`src/rtl/mfhwt_pp_packer.sv`:
```
// Ping-pong word packer: gathers NWORDS words into a line using two banks,
// and offers each closed line to the downstream stage with a ready/ack handshake.
module mfhwt_pp_packer #(
  parameter int DATA_W = 16,
  parameter int NWORDS = 4,
  parameter int CNT_W  = $clog2(NWORDS + 1)
) (
  input  logic                     iClk,
  input  logic                     iReset_n,
  input  logic                     iWrreq,
  input  logic [DATA_W-1:0]        iData,
  input  logic                     iFlush,
  output logic                     oFull,
  output logic                     oRdready,
  input  logic                     iRdack,
  output logic [DATA_W*NWORDS-1:0] oData,
  output logic [CNT_W-1:0]         oCount,
  output logic                     oBank,
  output logic                     oOverflow
);

  localparam int LINE_W = DATA_W * NWORDS;

  typedef enum logic [1:0] {
    BANK_EMPTY   = 2'd0,
    BANK_FILLING = 2'd1,
    BANK_FULL    = 2'd2
  } bank_state_e;

  bank_state_e       state_q [2];
  bank_state_e       state_d [2];
  logic [LINE_W-1:0] line_q  [2];
  logic [LINE_W-1:0] line_d  [2];
  logic [CNT_W-1:0]  cnt_q   [2];
  logic [CNT_W-1:0]  cnt_d   [2];
  logic              wb_q, wb_d;
  logic              rb_q, rb_d;
  logic              overflow_q, overflow_d;

  logic              wr_full;
  logic              rd_ready;
  logic              wr_acc;
  logic              rd_acc;
  logic              line_close;
  logic [CNT_W-1:0]  cnt_inc;

  // Full/ready come from registered state only, so an ack cannot unblock a write in the same cycle.
  assign wr_full  = (state_q[wb_q] == BANK_FULL);
  assign rd_ready = (state_q[rb_q] == BANK_FULL);
  assign wr_acc   = iWrreq && !wr_full;
  assign rd_acc   = iRdack && rd_ready;
  assign cnt_inc  = cnt_q[wb_q] + CNT_W'(wr_acc);
  assign line_close = !wr_full &&
                      ((cnt_inc == CNT_W'(NWORDS)) || (iFlush && (cnt_inc != '0)));

  always_comb begin
    state_d    = state_q;
    line_d     = line_q;
    cnt_d      = cnt_q;
    wb_d       = wb_q;
    rb_d       = rb_q;
    overflow_d = overflow_q;

    // An accepted ack always targets a FULL bank, and a write never lands in a FULL bank,
    // so the two updates below never touch the same bank in one cycle.
    if (rd_acc) begin
      state_d[rb_q] = BANK_EMPTY;
      line_d[rb_q]  = '0;
      cnt_d[rb_q]   = '0;
      rb_d          = ~rb_q;
    end

    if (wr_acc) begin
      for (int s = 0; s < NWORDS; s++) begin
        if (cnt_q[wb_q] == CNT_W'(s)) begin
          line_d[wb_q][s*DATA_W +: DATA_W] = iData;
        end
      end
      cnt_d[wb_q]   = cnt_inc;
      state_d[wb_q] = BANK_FILLING;
    end

    if (line_close) begin
      state_d[wb_q] = BANK_FULL;
      wb_d          = ~wb_q;
    end

    if (iWrreq && wr_full) begin
      overflow_d = 1'b1;
    end
  end

  always_ff @(posedge iClk) begin
    if (!iReset_n) begin
      state_q    <= '{default: BANK_EMPTY};
      line_q     <= '{default: '0};
      cnt_q      <= '{default: '0};
      wb_q       <= 1'b0;
      rb_q       <= 1'b0;
      overflow_q <= 1'b0;
    end else begin
      state_q    <= state_d;
      line_q     <= line_d;
      cnt_q      <= cnt_d;
      wb_q       <= wb_d;
      rb_q       <= rb_d;
      overflow_q <= overflow_d;
    end
  end

  // The read bank may be the one currently filling, so data/count are only shown once it is FULL.
  assign oFull     = wr_full;
  assign oRdready  = rd_ready;
  assign oData     = rd_ready ? line_q[rb_q] : '0;
  assign oCount    = rd_ready ? cnt_q[rb_q] : '0;
  assign oBank     = rb_q;
  assign oOverflow = overflow_q;

endmodule

```
`config.mk`:
```
export PLATFORM = sky130hd
export DESIGN_NAME = mfhwt_pp_packer
export DESIGN_NICKNAME = d
export VERILOG_FILES = /design/src/rtl/mfhwt_pp_packer.sv
export SDC_FILE = /design/constraint.sdc
export NUM_CORES = 1
export LEC_CHECK = 0
export CAP_MARGIN = 10
export CORE_MARGIN = 3
export CORE_UTILIZATION = 66
export CTS_BUF_LIST = sky130_fd_sc_hd__clkbuf_8
export CTS_CLUSTER_SIZE = 20
export DETAILED_ROUTE_END_ITERATION = 6
export DONT_BUFFER_PORTS = 1
export PLACE_DENSITY = 0.83
export SYNTH_ARGS = -nofsm -noshare
export SYNTH_HDL_FRONTEND = slang
export SYNTH_SLANG_ARGS = --single-unit
```
`constraint.sdc`:
```
create_clock -name iClk -period 3 [get_ports iClk]
set_clock_uncertainty 0.2 [all_clocks]
set_input_delay 0.75 -clock iClk [delete_from_list [all_inputs] [get_ports iClk]]
set_output_delay 0.75 -clock iClk [all_outputs]
set_load 0.005 [all_outputs]
```
==> impl_metrics.toml <==
[worst_setup_path]
cp.arrival_ns = 2.94
cp_top_family = "compound AO/OA/AOI/OAI gates"
r2r_setup_slack_ns = 0.18
reg2reg_from = "wb_q"
path_buf_inv = 1
rr_endpoint = "state_q[2]"
max_stage_delay_ns = 0.55
crit_slowest_cell = "dfxtp_1"
crit_chain = "inv_1, mux2i_1, nor2_1, ha_1, ha_1, o21ai_0, nand2_1, a221oi_1"
crit_top_cell = "ha_1"
crit_type = "register to register"
crit_path_start_kind = "register"
rr_worst_depth = 8
cp_data_required_time_ns = 3.11
endpoint_kind = "register"
critPathMaxFanout = 8

[placed_design]
dp_hpwl_um = 9450
io_buffer_count = 0
gp_congestion = 0.919
place_area_um2 = 6470
dp_cells = 773

[sta]
rsz0062_at_grt = "false"
slew_violations = 0
period_share = 0.940
hold_violations = 0
fin_tns_setup_ns = 0
setup_violations = 0
timing.final.crit_period_ns = 2.82
worst_pin_slew_ns = 1.04
timing.hold.ws_ns = 0.259
maxSlewHeadroom = 0.305
clock.fmax_mhz = 354

[yosys]
ys_ff_latch = 141
synth_area_um2 = 6380
synth_edf_count = 0
ys_warn_count = 0
syn_inst = 671
synth.net_count = 694
ys.flop_type = "dfxtp_1"
ys_types = 41
synth_area_per_cell_um2 = 9.51
synthArstFlopShare = 0
seq_area_frac_synth = 0.442

[floorplanning]
die_w_um = 104
ioPinCount = 92
start_util = 0.684
die_y_um = 104
row_count = 35
dieArea_um2 = 10900
core_area_um2 = 9330

[cts]
clk_latency_ns = 0.42
postCtsHoldBufs = 0
cts.sinks = 141
h-tree-depth = 4
cts-root-buf = "clkbuf_8"
cts_buffer_depth = 2
cts_buffers = 17
tritoncts = "done"
clk_pin_slew_ns = 0.08

[route]
wl_per_cell_um = 18.0
ant_nets = 0
wl_um = 14500
drt_pass1_iterations = 5
drtIter0Drc = 331
via_count = 4668
viasPerCell = 5.79
drc = 0

[power_and_ir_drop]
vdd_drop_max_v = 0.000475
leakage_nw = 2.42
p_sw_mw = 1.31
p_per_area_nw_per_um2 = 649
swShare = 0.292
power_mw = 4.50
combPwrFrac = 0.169
pwr-share-seq = 0.459
pwr-share-clk = 0.371
p_int_mw = 3.19

[hold_path]
hold_end = "line_q[93]"
min_from = "line_q[93]"
hold_depth = 2
holdCritPathClass = "register to register"

[layout]
fin_nets = 687
fillers = 651
antenna_cells = 0
instances_no_fill = 806
synthToLayoutAreaGrowth_pct = 8.59
final_cell_area_um2 = 6930
drive_gt1_frac = 0.0990

[grt]
grt_usage = 0.267
grt_max_degree = 58
antenna_found_initial = 0
grt_pass1_vias = 4734
grt_pass1_wl_um = 23600
gr-total-overflow = 0

[run]
cap_viol_max_count = 0

[run_status]
status = "finished, final reports clean"
[worst max path at each step]
| stage | endpoint | slack (ns) | cells after the start | startpoint |
|---|---|---|---|---|
| 4_1_cts | oData[21] | 0.10 | 4 | oBank |
| 3_3_place_gp | state_q[2] | 0.47 | 8 | wb_q |
| 6_report | state_q[2] | 0.18 | 8 | wb_q |
| 5_1_grt | state_q[2] | 0.03 | 8 | wb_q |
| 3_5_place_dp | state_q[2] | 0.28 | 9 | wb_q |
| 2_1_floorplan | oData[44] | 0.60 | 5 | oBank |
[power groups by stage]
stage | clock network, mW | registers (mW) | logic (mW)
4_1_cts | 1.69 | 2.07 | 0.747
6_report | 1.67 | 2.07 | 0.762
5_1_grt | 1.77 | 2.08 | 0.818
3_5_place_dp | 0 | 2.11 | 0.741
3_3_place_gp | 0 | 2.10 | 0.717
2_1_floorplan | 0 | 2.07 | 0.642
[repair_timing]
item	CTS	global route
gates resized for setup	0	0
setup buffers	0	1
setup endpoints to repair	0	1
[state kept, by name, indices dropped and copies added, names as in the netlist]
| signal | flops |
|---|---|
| cnt_q | 6 |
| oBank | 1 |
| line_q | 128 |
| wb_q | 1 |
| oOverflow | 1 |
| state_q | 4 |
[Yosys cell counts (2+ instances only)]
cell | count | area share
nor2_2 | 2 | 0.0020
clkbuf_1 | 19 | 0.011
buf_1 | 9 | 0.0053
buf_6 | 4 | 0.0071
nand2_1 | 150 | 0.088
nor2_1 | 74 | 0.044
a21oi_1 | 7 | 0.0055
nor2b_1 | 4 | 0.0039
inv_1 | 4 | 0.0024
buf_12 | 2 | 0.0063
nor3_4 | 4 | 0.010
nand3_1 | 8 | 0.0063
dfxtp_1 | 141 | 0.44
o21ai_0 | 5 | 0.0039
and2_1 | 2 | 0.0020
ha_1 | 2 | 0.0039
buf_2 | 3 | 0.0024
or3_1 | 2 | 0.0020
buf_4 | 5 | 0.0059
mux2i_1 | 199 | 0.31
nor3_1 | 3 | 0.0024
nand2b_1 | 3 | 0.0029
[per-stage QoR]
stage	worst slack (ns)	utilization
5_1_grt	0.0297	0.743
3_3_place_gp	0.474	0.694
2_1_floorplan	0.602	-
4_1_cts	0.104	0.742
6_report	0.179	0.743
3_5_place_dp	0.282	0.694
[per-layer routing]
layer	up-vias	global-route usage	routed length, um
met5	-	0	0
met2	160	0.471	7250
li1	2241	-	-
met1	2250	0.329	6190
met3	17	0.0546	907
met4	0	0.0769	161
[layout make-up]
type | instances | area, um2 | share of cell area
repair buffers | 16 | 161 | 0.0233
clock inverters | 15 | 210 | 0.0303
flip-flops and latches | 141 | 2830 | 0.408
multi-input cells | 482 | 3310 | 0.478
inverters | 6 | 22.5 | 0.00325
clock buffers | 17 | 234 | 0.0338
well taps | 129 | 161 | 0.0233
[logic make-up (layout without fill, tap and decap cells)]
family | count (synthesis) | in the layout | synth area share
adders and majority gates | 2 | 2 | 0.00392
muxes | 200 | 200 | 0.316
AOI/OAI and AO/OA | 18 | 18 | 0.0184
and+or+nand+nor | 261 | 261 | 0.177
buffers and inverters | 48 | 54 | 0.0416
xor gates and xnor gates | 1 | 1 | 0.00137
DFF | 141 | 141 | 0.442
[cell usage in the layout (no fill, tap or decap), types with 4 or more instances in the layout]
master,synthesis,layout
buf_4,5,12
nand3_1,8,8
clkbuf_8,0,17
o21ai_0,5,5
inv_1,4,4
nor2_1,74,73
a21oi_1,7,6
mux2i_1,199,199
clkinv_4,0,4
nor3_4,4,4
bufinv_16,0,4
dfxtp_1,141,140
nand2_1,150,150
nor2b_1,4,4
[worst register-to-register path, cell delays in order, from the launching register on]
cell and delay [ns]:
dfxtp_1 0.55, inv_1 0.21, mux2i_1 0.37, nor2_1 0.08, ha_1 0.20, ha_1 0.35
o21ai_0 0.27, nand2_1 0.14, a221oi_1 0.34
No activity file was read; power rests on OpenSTA's default activity.
